File: config.mk
export PLATFORM = sky130hd
export DESIGN_NAME = axi4_lite_master_ctrl_p_flat
export DESIGN_NICKNAME = d
export VERILOG_FILES = /design/src/rtl/axi4_lite_master_ctrl_p_pkg.sv /design/src/rtl/axi4_lite_master_ctrl_p_if.sv /design/src/rtl/axi4_lite_master_ctrl_p_tmo_cnt.sv /design/src/rtl/axi4_lite_master_ctrl_p.sv /design/src/flat_wrapper.sv
export SDC_FILE = /design/constraint.sdc
export NUM_CORES = 1
export LEC_CHECK = 0
export CORE_ASPECT_RATIO = 0.8
export CORE_MARGIN = 2
export CORE_UTILIZATION = 41
export CTS_BUF_LIST = sky130_fd_sc_hd__clkbuf_16
export DETAILED_ROUTE_END_ITERATION = 10
export GPL_TIMING_DRIVEN = 0
export PLACE_DENSITY = 0.9
export SETUP_SLACK_MARGIN = 0.1
export SLEW_MARGIN = 40
export SYNTH_ARGS = -nofsm -noshare
export SYNTH_HDL_FRONTEND = slang
export SYNTH_SLANG_ARGS = --single-unit
File: constraint.sdc
create_clock -name clk -period 2.1 [get_ports clk]
set_clock_uncertainty 0.05 [all_clocks]
set_input_delay 0.42 -clock clk [delete_from_list [all_inputs] [get_ports clk]]
set_output_delay 0.42 -clock clk [all_outputs]
set_load 0.02 [all_outputs]
File: src/rtl/axi4_lite_master_ctrl_p_pkg.sv
// Shared definitions for the AXI4-Lite master: response codes, FSM state
// encodings and a constant-safe clog2.
package axi4_lite_pkg;

    localparam logic [1:0] RESP_OKAY   = 2'b00;
    localparam logic [1:0] RESP_EXOKAY = 2'b01;
    localparam logic [1:0] RESP_SLVERR = 2'b10;
    localparam logic [1:0] RESP_DECERR = 2'b11;

    typedef enum logic [1:0] {W_IDLE, W_ADDR_DATA, W_RESP} wr_state_t;
    typedef enum logic [1:0] {R_IDLE, R_ADDR, R_DATA} rd_state_t;

    function automatic int clog2(input int v);
        int r;
        int x;
        r = 0;
        x = v - 1;
        while (x > 0) begin
            r = r + 1;
            x = x >> 1;
        end
        return r;
    endfunction

endpackage

File: src/rtl/axi4_lite_master_ctrl_p_if.sv
// AXI4-Lite five-channel bundle; the master drives AW/W/AR and the ready of B/R.
interface axi4_lite_master_ctrl_p_if #(
    parameter int ADDR_W = 32,
    parameter int DATA_W = 32
);
    localparam int STRB_W = DATA_W / 8;

    logic [ADDR_W-1:0] awaddr;
    logic [2:0]        awprot;
    logic              awvalid;
    logic              awready;
    logic [DATA_W-1:0] wdata;
    logic [STRB_W-1:0] wstrb;
    logic              wvalid;
    logic              wready;
    logic [1:0]        bresp;
    logic              bvalid;
    logic              bready;
    logic [ADDR_W-1:0] araddr;
    logic [2:0]        arprot;
    logic              arvalid;
    logic              arready;
    logic [DATA_W-1:0] rdata;
    logic [1:0]        rresp;
    logic              rvalid;
    logic              rready;

    modport master (
        output awaddr, awprot, awvalid, input awready,
        output wdata, wstrb, wvalid, input wready,
        input bresp, bvalid, output bready,
        output araddr, arprot, arvalid, input arready,
        input rdata, rresp, rvalid, output rready
    );

    modport slave (
        input awaddr, awprot, awvalid, output awready,
        input wdata, wstrb, wvalid, output wready,
        output bresp, bvalid, input bready,
        input araddr, arprot, arvalid, output arready,
        output rdata, rresp, rvalid, input rready
    );

endinterface

File: src/rtl/axi4_lite_master_ctrl_p_tmo_cnt.sv
// Per-engine watchdog: counts busy cycles since accept and flags the last
// allowed cycle so the FSM can abort on the following edge.
module axi4_lite_tmo_cnt
    import axi4_lite_pkg::*;
#(
    parameter int TMO_CYCLES = 1024
) (
    input  logic clk,
    input  logic srst,
    input  logic clr,
    input  logic run,
    output logic expired
);
    localparam int CW = clog2(TMO_CYCLES + 1);
    localparam logic [CW-1:0] LIMIT = CW'(TMO_CYCLES);
    localparam logic [CW-1:0] LAST  = CW'(TMO_CYCLES - 1);

    logic [CW-1:0] r_cnt;

    // Saturates at the limit so a long stay can never wrap back under it.
    always_ff @(posedge clk) begin
        if (srst || clr)
            r_cnt <= '0;
        else if (run && (r_cnt != LIMIT))
            r_cnt <= r_cnt + CW'(1);
    end

    assign expired = run && (r_cnt >= LAST);

endmodule

File: src/rtl/axi4_lite_master_ctrl_p.sv
// AXI4-Lite master: independent write and read engines bridging a simple
// request/done user interface onto the AXI channels, each with a watchdog.
module axi4_lite_master_ctrl_p
    import axi4_lite_pkg::*;
#(
    parameter int         ADDR_W     = 32,
    parameter int         DATA_W     = 32,
    parameter int         TMO_CYCLES = 1024,
    parameter logic [2:0] AXI_PROT   = 3'b000,
    localparam int        STRB_W     = DATA_W / 8
) (
    input  logic                clk,
    input  logic                srst,
    input  logic [ADDR_W-1:0]   wr_addr,
    input  logic [DATA_W-1:0]   wr_data,
    input  logic [STRB_W-1:0]   wr_strb,
    input  logic                wr_valid,
    output logic                wr_ready,
    output logic                wr_done,
    output logic [1:0]          wr_resp,
    output logic                wr_tmo,
    input  logic [ADDR_W-1:0]   rd_addr,
    input  logic                rd_valid,
    output logic                rd_ready,
    output logic                rd_done,
    output logic [DATA_W-1:0]   rd_data,
    output logic [1:0]          rd_resp,
    output logic                rd_tmo,
    axi4_lite_master_ctrl_p_if.master m_axi
);
    wr_state_t         r_wr_st, w_wr_nxt;
    rd_state_t         r_rd_st, w_rd_nxt;
    logic [ADDR_W-1:0] r_wr_addr, r_rd_addr;
    logic [DATA_W-1:0] r_wr_data, r_rd_data;
    logic [STRB_W-1:0] r_wr_strb;
    logic              r_aw_ok, r_w_ok;
    logic              r_wr_done, r_wr_tmo, r_rd_done, r_rd_tmo;
    logic [1:0]        r_wr_resp, r_rd_resp;
    logic              w_wr_acc, w_rd_acc, w_wr_exp, w_rd_exp;
    logic              w_wr_cmpl, w_wr_abort, w_rd_cmpl, w_rd_abort;
    logic              w_awvalid, w_wvalid, w_bready, w_arvalid, w_rready;

    assign wr_ready = (r_wr_st == W_IDLE) && !srst;
    assign rd_ready = (r_rd_st == R_IDLE) && !srst;
    assign w_wr_acc = wr_valid && wr_ready;
    assign w_rd_acc = rd_valid && rd_ready;

    if (TMO_CYCLES > 0) begin : g_tmo
        logic w_wr_run, w_rd_run;
        assign w_wr_run = (r_wr_st != W_IDLE);
        assign w_rd_run = (r_rd_st != R_IDLE);
        axi4_lite_tmo_cnt #(.TMO_CYCLES(TMO_CYCLES)) u_wr_tmo (
            .clk(clk), .srst(srst), .clr(w_wr_acc), .run(w_wr_run), .expired(w_wr_exp));
        axi4_lite_tmo_cnt #(.TMO_CYCLES(TMO_CYCLES)) u_rd_tmo (
            .clk(clk), .srst(srst), .clr(w_rd_acc), .run(w_rd_run), .expired(w_rd_exp));
    end else begin : g_no_tmo
        assign w_wr_exp = 1'b0;
        assign w_rd_exp = 1'b0;
    end

    always_ff @(posedge clk) begin
        if (srst) begin
            r_wr_st <= W_IDLE;
            r_rd_st <= R_IDLE;
        end else begin
            r_wr_st <= w_wr_nxt;
            r_rd_st <= w_rd_nxt;
        end
    end

    // A pending channel's valid is high exactly while its *_ok flag is clear,
    // so a ready seen here is that channel's handshake.
    always_comb begin
        w_wr_nxt   = r_wr_st;
        w_awvalid  = 1'b0;
        w_wvalid   = 1'b0;
        w_bready   = 1'b0;
        w_wr_cmpl  = 1'b0;
        w_wr_abort = 1'b0;
        case (r_wr_st)
            W_IDLE: if (w_wr_acc) w_wr_nxt = W_ADDR_DATA;
            W_ADDR_DATA: begin
                w_awvalid = !r_aw_ok;
                w_wvalid  = !r_w_ok;
                if ((r_aw_ok || m_axi.awready) && (r_w_ok || m_axi.wready)) begin
                    w_wr_nxt = W_RESP;
                end else if (w_wr_exp) begin
                    w_wr_nxt   = W_IDLE;
                    w_wr_abort = 1'b1;
                end
            end
            W_RESP: begin
                w_bready = 1'b1;
                if (m_axi.bvalid) begin
                    w_wr_nxt  = W_IDLE;
                    w_wr_cmpl = 1'b1;
                end else if (w_wr_exp) begin
                    w_wr_nxt   = W_IDLE;
                    w_wr_abort = 1'b1;
                end
            end
            default: w_wr_nxt = W_IDLE;
        endcase
    end

    always_comb begin
        w_rd_nxt   = r_rd_st;
        w_arvalid  = 1'b0;
        w_rready   = 1'b0;
        w_rd_cmpl  = 1'b0;
        w_rd_abort = 1'b0;
        case (r_rd_st)
            R_IDLE: if (w_rd_acc) w_rd_nxt = R_ADDR;
            R_ADDR: begin
                w_arvalid = 1'b1;
                if (m_axi.arready) begin
                    w_rd_nxt = R_DATA;
                end else if (w_rd_exp) begin
                    w_rd_nxt   = R_IDLE;
                    w_rd_abort = 1'b1;
                end
            end
            R_DATA: begin
                w_rready = 1'b1;
                if (m_axi.rvalid) begin
                    w_rd_nxt  = R_IDLE;
                    w_rd_cmpl = 1'b1;
                end else if (w_rd_exp) begin
                    w_rd_nxt   = R_IDLE;
                    w_rd_abort = 1'b1;
                end
            end
            default: w_rd_nxt = R_IDLE;
        endcase
    end

    always_ff @(posedge clk) begin
        if (srst) begin
            r_wr_addr <= '0;
            r_wr_data <= '0;
            r_wr_strb <= '0;
            r_aw_ok   <= 1'b0;
            r_w_ok    <= 1'b0;
            r_wr_done <= 1'b0;
            r_wr_resp <= RESP_OKAY;
            r_wr_tmo  <= 1'b0;
        end else begin
            r_wr_done <= 1'b0;
            if (w_wr_acc) begin
                r_wr_addr <= wr_addr;
                r_wr_data <= wr_data;
                r_wr_strb <= wr_strb;
                r_aw_ok   <= 1'b0;
                r_w_ok    <= 1'b0;
            end
            if (r_wr_st == W_ADDR_DATA) begin
                r_aw_ok <= r_aw_ok || m_axi.awready;
                r_w_ok  <= r_w_ok || m_axi.wready;
            end
            if (w_wr_cmpl) begin
                r_wr_done <= 1'b1;
                r_wr_resp <= m_axi.bresp;
                r_wr_tmo  <= 1'b0;
            end
            if (w_wr_abort) begin
                r_wr_done <= 1'b1;
                r_wr_resp <= RESP_SLVERR;
                r_wr_tmo  <= 1'b1;
            end
        end
    end

    // rd_data is only refreshed by a real R beat, never by an abort.
    always_ff @(posedge clk) begin
        if (srst) begin
            r_rd_addr <= '0;
            r_rd_data <= '0;
            r_rd_done <= 1'b0;
            r_rd_resp <= RESP_OKAY;
            r_rd_tmo  <= 1'b0;
        end else begin
            r_rd_done <= 1'b0;
            if (w_rd_acc) r_rd_addr <= rd_addr;
            if (w_rd_cmpl) begin
                r_rd_done <= 1'b1;
                r_rd_data <= m_axi.rdata;
                r_rd_resp <= m_axi.rresp;
                r_rd_tmo  <= 1'b0;
            end
            if (w_rd_abort) begin
                r_rd_done <= 1'b1;
                r_rd_resp <= RESP_SLVERR;
                r_rd_tmo  <= 1'b1;
            end
        end
    end

    assign m_axi.awaddr  = r_wr_addr;
    assign m_axi.awprot  = AXI_PROT;
    assign m_axi.awvalid = w_awvalid;
    assign m_axi.wdata   = r_wr_data;
    assign m_axi.wstrb   = r_wr_strb;
    assign m_axi.wvalid  = w_wvalid;
    assign m_axi.bready  = w_bready;
    assign m_axi.araddr  = r_rd_addr;
    assign m_axi.arprot  = AXI_PROT;
    assign m_axi.arvalid = w_arvalid;
    assign m_axi.rready  = w_rready;

    assign wr_done = r_wr_done;
    assign wr_resp = r_wr_resp;
    assign wr_tmo  = r_wr_tmo;
    assign rd_done = r_rd_done;
    assign rd_data = r_rd_data;
    assign rd_resp = r_rd_resp;
    assign rd_tmo  = r_rd_tmo;

endmodule
File: src/flat_wrapper.sv
// flat-port wrapper written by rule: the top's interface ports become plain ports
module axi4_lite_master_ctrl_p_flat import axi4_lite_pkg::*;
#(
    parameter int         ADDR_W     = 32,
    parameter int         DATA_W     = 32,
    parameter int         TMO_CYCLES = 1024,
    parameter logic [2:0] AXI_PROT   = 3'b000,
    localparam int        STRB_W     = DATA_W / 8
)
  (clk, srst, wr_addr, wr_data, wr_strb, wr_valid, wr_ready, wr_done, wr_resp, wr_tmo, rd_addr, rd_valid, rd_ready, rd_done, rd_data, rd_resp, rd_tmo, m_axi_awaddr, m_axi_awprot, m_axi_awvalid, m_axi_awready, m_axi_wdata, m_axi_wstrb, m_axi_wvalid, m_axi_wready, m_axi_bresp, m_axi_bvalid, m_axi_bready, m_axi_araddr, m_axi_arprot, m_axi_arvalid, m_axi_arready, m_axi_rdata, m_axi_rresp, m_axi_rvalid, m_axi_rready);
  axi4_lite_master_ctrl_p_if #(.ADDR_W(ADDR_W), .DATA_W(DATA_W)) m_axi_i ();
  input  logic clk;
  input  logic srst;
  input  logic [ADDR_W-1:0] wr_addr;
  input  logic [DATA_W-1:0] wr_data;
  input  logic [STRB_W-1:0] wr_strb;
  input  logic wr_valid;
  output logic wr_ready;
  output logic wr_done;
  output logic [1:0] wr_resp;
  output logic wr_tmo;
  input  logic [ADDR_W-1:0] rd_addr;
  input  logic rd_valid;
  output logic rd_ready;
  output logic rd_done;
  output logic [DATA_W-1:0] rd_data;
  output logic [1:0] rd_resp;
  output logic rd_tmo;
  output wire logic [$bits(m_axi_i.awaddr)-1:0] m_axi_awaddr;
  output wire logic [$bits(m_axi_i.awprot)-1:0] m_axi_awprot;
  output wire logic [$bits(m_axi_i.awvalid)-1:0] m_axi_awvalid;
  input wire logic [$bits(m_axi_i.awready)-1:0] m_axi_awready;
  output wire logic [$bits(m_axi_i.wdata)-1:0] m_axi_wdata;
  output wire logic [$bits(m_axi_i.wstrb)-1:0] m_axi_wstrb;
  output wire logic [$bits(m_axi_i.wvalid)-1:0] m_axi_wvalid;
  input wire logic [$bits(m_axi_i.wready)-1:0] m_axi_wready;
  input wire logic [$bits(m_axi_i.bresp)-1:0] m_axi_bresp;
  input wire logic [$bits(m_axi_i.bvalid)-1:0] m_axi_bvalid;
  output wire logic [$bits(m_axi_i.bready)-1:0] m_axi_bready;
  output wire logic [$bits(m_axi_i.araddr)-1:0] m_axi_araddr;
  output wire logic [$bits(m_axi_i.arprot)-1:0] m_axi_arprot;
  output wire logic [$bits(m_axi_i.arvalid)-1:0] m_axi_arvalid;
  input wire logic [$bits(m_axi_i.arready)-1:0] m_axi_arready;
  input wire logic [$bits(m_axi_i.rdata)-1:0] m_axi_rdata;
  input wire logic [$bits(m_axi_i.rresp)-1:0] m_axi_rresp;
  input wire logic [$bits(m_axi_i.rvalid)-1:0] m_axi_rvalid;
  output wire logic [$bits(m_axi_i.rready)-1:0] m_axi_rready;
  assign m_axi_awaddr = m_axi_i.awaddr;
  assign m_axi_awprot = m_axi_i.awprot;
  assign m_axi_awvalid = m_axi_i.awvalid;
  assign m_axi_i.awready = m_axi_awready;
  assign m_axi_wdata = m_axi_i.wdata;
  assign m_axi_wstrb = m_axi_i.wstrb;
  assign m_axi_wvalid = m_axi_i.wvalid;
  assign m_axi_i.wready = m_axi_wready;
  assign m_axi_i.bresp = m_axi_bresp;
  assign m_axi_i.bvalid = m_axi_bvalid;
  assign m_axi_bready = m_axi_i.bready;
  assign m_axi_araddr = m_axi_i.araddr;
  assign m_axi_arprot = m_axi_i.arprot;
  assign m_axi_arvalid = m_axi_i.arvalid;
  assign m_axi_i.arready = m_axi_arready;
  assign m_axi_i.rdata = m_axi_rdata;
  assign m_axi_i.rresp = m_axi_rresp;
  assign m_axi_i.rvalid = m_axi_rvalid;
  assign m_axi_rready = m_axi_i.rready;
  axi4_lite_master_ctrl_p #(.ADDR_W(ADDR_W), .DATA_W(DATA_W), .TMO_CYCLES(TMO_CYCLES), .AXI_PROT(AXI_PROT)) u_core (.clk(clk), .srst(srst), .wr_addr(wr_addr), .wr_data(wr_data), .wr_strb(wr_strb), .wr_valid(wr_valid), .wr_ready(wr_ready), .wr_done(wr_done), .wr_resp(wr_resp), .wr_tmo(wr_tmo), .rd_addr(rd_addr), .rd_valid(rd_valid), .rd_ready(rd_ready), .rd_done(rd_done), .rd_data(rd_data), .rd_resp(rd_resp), .rd_tmo(rd_tmo), .m_axi(m_axi_i));
endmodule
==> run metrics, run 1 <==
worst r2r src u_core.r_rd_st[0]$_SDFFE_PP0P_; clk slew on worst S/H paths 0.07 ns; Post-Layout Inst Area between 10000 and 15000 um2; critical path class register to output pin; Arrival @ worst endpoint ~1.5 ns; setup_tns 0 ns; crit path from u_core.r_wr_st[1]$_SDFFE_PP0P_; Synth area leaders dfxtp_1, nand2_1, nand3_1; cell accounting for the most synthesized area dfxtp_1; crit path to m_axi_wvalid; share of the synthesized area in the top cell type a little over half; min Tclk post-route between 1.5 and 2 ns; vias per inst 4.77; WL met2 between 9000 and 10000 um; FF-to-FF path depth 8; Die Area 16800 um2; io pins a little under 300; Netlist cell types 49; Die Ht 116 um; max_slew headroom between 60% and 70%; most frequent cell after synthesis nand2_1; cell family with most CP delay flip-flops; crit-path cells inv_2, ha_1, buf_4, nor2b_2, buf_4; Residual DRC 0; clk sinks between 150 and 200; Area Overhead vs Synth 58.2%; CTS tree yes; Worst-Margin Slew between 0.5 and 0.6 ns; CP Launch Type register; dpl cells ~1300; Cell Count, Final, Fillers Out ~1300; setup slack, reg-to-reg ~0.21 ns; Top Metal Used met4; FF-to-FF End u_core.m_axi.araddr[31]$_SDFFE_PP0P_; VDD IR-drop max around 0.55 mV; core box area about 16000 um2; DRT antenna net count 0; CP Buf/Inv Count 3; Yosys warning total 0; first-pass GRT wire length 29100 um; min-delay worst type primary input to register; maxcap violations 0; cts bufs inserted 17; largest net degree at the start of global routing 17; clk_lat worst skew between 0.4 and 0.5 ns; LEAKAGE about 4.3 nW; RSZ-0062 raised after global routing yes; pwr dens ~760 nW/um2; met3 wire len between 1500 and 2000 um; layout cell share with drive strength beyond 1 ~7.4%; maximum clock insertion buffer count 2; synth cell count leaders nand2_1, dfxtp_1, nand3_1, a21oi_1, clkbuf_1; CP Max Fanout 9; Buffers on Ports 290; CP Capture Type output pin; H-Tree Level Count 4; fmax 0.509 GHz; fillers around 1300; GRT overflow 0; Routed WL 19100 um; Main synth FF type dfxtp_1; period utilization 93.6%; vias in the first global route 5988; CP Data Required Time 1.63 ns; Placed Area 9650 um2; drt first pass iters 4; Cell Rows 41; asr flop ratio synth 0%; Crit-path slowest cell dfxtp_4; Final setup viols 0; Inserted Diodes 0; synthesized area approximately 6500 um2; Final Max Tran Viols 0; Avg WL per Cell ~14 um; DR vias roughly 6400; clk root buf clkbuf_16; Post-synth EDFFs 0; Hold Violations, Final 0; 1st-iter DRT viols roughly 440; #FFs+latches synth approximately 170; Worst path max stage delay about 0.37 ns; GPL Wtd Cong between 0.8 and 0.9; Layout Nets roughly 1300; outcome finished, final reports clean; Post-Syn Instances between 700 and 800; Die Wd between 100 and 150 um; Syn Area/Cell just over 8 um2; DP HPWL approximately 15000 um; Initial Utilization around two fifths; total power 0.00778 W; gr usage total a little over a fifth; Seq/Total Area, Yosys 52.1%; DRT met1 WL a little under 8000 um; antenna violations before repair 0; cell mode on critical path buf_4; WP depth 5
[stage by stage]
step | hold slack, ns | setup WS (ns) | util [%]
4_1_cts | 0.340 | 0.101 | 65.4
5_1_grt | 0.361 | 0.0708 | 65.5
3_5_place_dp | 0.394 | -0.106 | 61.9
3_3_place_gp | 0.390 | -0.0604 | 61.9
2_1_floorplan | 0.413 | 0.414 | -
6_report | 0.354 | 0.135 | 65.5
[flip-flops by register name (all words and copies together), names as in the netlist, 2 cells and up]
signal and cells:
u_core.r_wr_st 2, u_core.rd_resp 2, u_core.rd_data 32, u_core.m_axi.wdata 32, u_core.m_axi.wstrb 4, u_core.wr_resp 2
u_core.r_rd_st 2, u_core.g_tmo.u_wr_tmo.r_cnt 11, u_core.g_tmo.u_rd_tmo.r_cnt 11, u_core.m_axi.araddr 32, u_core.m_axi.awaddr 32
[power by group]
part	internal [W]	total, W	switching [W]
clock network	0.00151	0.00283	0.00131
registers	0.00339	0.00350	0.000111
logic	0.000737	0.00146	0.000721
[routing by layer]
layer  global-route usage, %  vias up
met5                       0        -
met4                    8.22        0
met3                    7.05       34
li1                        -     3229
met2                    36.9      208
met1                    26.2     2930
[cell usage in the layout (no fill, tap or decap), types with 11 or more instances in the layout]
| cell type | Yosys | final |
|---|---|---|
| nand2_1 | 284 | 284 |
| clkdlybuf4s50_1 | 0 | 283 |
| dfxtp_1 | 168 | 164 |
| nand3_1 | 104 | 104 |
| a21oi_1 | 44 | 44 |
| nor2_1 | 26 | 26 |
| clkbuf_1 | 27 | 25 |
| buf_2 | 18 | 18 |
| clkbuf_16 | 0 | 17 |
| buf_4 | 6 | 11 |
| ha_1 | 12 | 11 |
[repair_timing]
item                       CTS  global route
setup endpoints to repair   33            30
setup buffers                2             0
resized for setup           33            10
hold buffers                 0             0
[cell families (layout without fill, tap and decap cells)]
| logic type | Yosys count | count (layout) | synth area share (%) |
|---|---|---|---|
| other | 1 | 6 | 0.0581 |
| multiplexers | 4 | 4 | 0.639 |
| adder cells (fa/ha/maj) | 12 | 12 | 2.33 |
| AO/OA/AOI/OAI | 63 | 63 | 5.44 |
| AND/OR/NAND/NOR | 463 | 463 | 32.0 |
| buffers and inverters | 68 | 392 | 4.90 |
| XOR/XNOR | 19 | 19 | 2.58 |
| flip-flops | 168 | 168 | 52.1 |
[final cells by class]
class                           count  area [um2]  area share [%]
Sequential cell                   168        3370            33.0
Clock buffer                       17         425            4.16
Clock inverter                     15         103            1.00
Tap cell                          215         269            2.63
Buffer                             56         283            2.77
Timing Repair Buffer              292        2910            28.4
Multi-Input combinational cell    567        2820            27.6
Inverter                           12        45.0           0.441
[worst min path at each step]
stage                                                    from  depth (start not counted)                                  end
after floorplan                   u_core.r_aw_ok$_SDFFE_PP0P_                          2          u_core.r_aw_ok$_SDFFE_PP0P_
after global placement    u_core.m_axi.araddr[2]$_SDFFE_PP0P_                          2  u_core.m_axi.araddr[2]$_SDFFE_PP0P_
after detailed placement  u_core.m_axi.wdata[14]$_SDFFE_PP0P_                          2  u_core.m_axi.wdata[14]$_SDFFE_PP0P_
after CTS                                                srst                          2       u_core.rd_resp[1]$_SDFFE_PP0P_
after global routing                                     srst                          2       u_core.rd_resp[1]$_SDFFE_PP0P_
final                                                    srst                          2       u_core.rd_resp[1]$_SDFFE_PP0P_
(Power assumes the default switching activity.)
==> inputs of run 2 (changes only) <==
Settings changed: PLACE_DENSITY 0.9 to 0.88.
==> run metrics, run 2 (synthesis gave the netlist of run 1 again) <==
DRT antenna net count 0; maxcap violations 0; Seq pwr share roughly 44%; crit path from u_core.r_rd_st[0]$_SDFFE_PP0P_; Avg WL per Cell 14.6 um; 1st-iter DRT viols about 280; outcome finished, final reports clean; Initial Utilization between 40% and 50%; clk sinks between 150 and 200; dpl ws -0.0582 ns; LEAKAGE around 4.3 nW; clk_lat worst skew a little over 0.4 ns; critical path class register to output pin; gr usage total 22.3%; dpl cells roughly 1300; Buffers on Ports 290; pwr dens 782 nW/um2; period utilization between 90% and 100%; cell-internal power ~0.0059 W; Sw Pwr roughly 0.0022 W; CP Max Fanout 10; max_slew headroom 61.4%; Area Overhead vs Synth 58.9%; Sw Share a little over a quarter; final core utilization 65.8%; DR vias between 6000 and 7000; Final Max Tran Viols 0; vias per inst slightly below 5; Layout Nets 1269; Cell Count, Final, Fillers Out approximately 1300; hold-fix buffer count after cts 0; cts bufs inserted 17; Die Area between 15000 and 20000 um2; part of the power in the clock network a little under two fifths; Die Wd roughly 140 um; min-delay worst type primary input to register; Worst-Margin Slew about 0.58 ns; vias in the first global route slightly below 6000; io pins 298; Routed WL 19500 um; CTS tree yes; first-pass GRT wire length roughly 29000 um; Hold Startpoint srst; Cell Rows 41; DP HPWL ~14000 um; hold slack about 0.34 ns; fillers roughly 1300; clk root buf clkbuf_16; core box area around 16000 um2; largest net degree at the start of global routing 17; drt first pass iters 5; worst r2r src u_core.r_wr_st[0]$_SDFFE_PP0P_; Arrival @ worst endpoint around 1.5 ns; H-Tree Level Count 4; RSZ-0062 raised after global routing yes; setup ws final 0.136 ns; maximum clock insertion buffer count 2; Inserted Diodes 0; Die Ht 116 um; Final setup viols 0; most frequent cells in the layout nand2_1, clkdlybuf4s50_1, dfxtp_1; GPL Wtd Cong 0.844; CP Capture Type output pin; min Tclk post-route about 2 ns; GRT overflow 0; antenna violations before repair 0; Comb pwr share a little under a fifth; CP Launch Type register; commonest non-fill, non-tap cell in the layout nand2_1; Residual DRC 0; layout cell share with drive strength beyond 1 ~7.7%; setup_tns 0 ns; CP Data Required Time 1.63 ns; fmax 0.509 GHz; VDD IR-drop max ~0.53 mV; clk slew on worst S/H paths ~0.060 ns; Hold Violations, Final 0
[run 2: changes by cell type in the layout (fill, tap and decap cells not counted), moves of 2 or more]
cell	change
clkinvlp_4	+2
clkinv_4	-2
clkinv_2	-3
bufinv_16	+2
clkbuf_1	-6
clkbuf_2	+6
buf_4	-3
[run 2: final timing paths]
path | to | slack (ns) | cells after the start
setup / recovery | rd_ready | 0.14 | 5
hold / removal | u_core.rd_resp[1]$_SDFFE_PP0P_ | 0.34 | 2
setup reg to reg | u_core.m_axi.wdata[5]$_SDFFE_PP0P_ | 0.26 | 7
hold reg to reg | u_core.rd_data[30]$_SDFFE_PP0P_ | 0.40 | 2
[run 2: through the flow]
step                      total power, W  instance area, um2
after floorplan                  0.00421                6480
after global placement           0.00498                9650
after detailed placement         0.00501                9650
after CTS                        0.00809               10200
after global routing             0.00834               10300
final                            0.00803               10300
[run 2: critical path: stages, from the launching register on]
cell     delay, ns
dfxtp_2       0.35
inv_2         0.07
ha_2          0.18
buf_6         0.13
nor2b_4       0.20
buf_6         0.14
[run 2: routing by layer]
layer,up-vias,track usage [%],share of wire [%]
met4,0,9.90,2.9
met2,228,36.7,47
li1,3220,-,-
met3,36,6.15,7.4
met1,2975,27.6,43
met5,-,0,0
[run 2: power by group through the flow]
stage	Combinational, W	Sequential, W	Clock, W
6_report	0.00146	0.00350	0.00307
3_3_place_gp	0.00142	0.00356	0
2_1_floorplan	0.000429	0.00378	0
4_1_cts	0.00146	0.00350	0.00313
5_1_grt	0.00157	0.00352	0.00326
3_5_place_dp	0.00144	0.00357	0
[run 2: area by class of cell]
| cell class | instances | area [um2] | area share [%] |
|---|---|---|---|
| buffer | 56 | 294 | 2.87 |
| multi-input combinational | 567 | 2820 | 27.5 |
| sequential | 168 | 3370 | 32.8 |
| inverter | 12 | 45.0 | 0.439 |
| tap | 215 | 269 | 2.62 |
| clock buffer | 17 | 425 | 4.15 |
| timing repair buffer | 290 | 2890 | 28.2 |
| clock inverter | 15 | 149 | 1.45 |
[run 2: timing repair]
action	4_1_cts	5_1_grt
gates cloned	0	0
pin swaps	0	0
gates resized for setup	36	17
buffers inserted	0	0
setup endpoints to repair	62	32
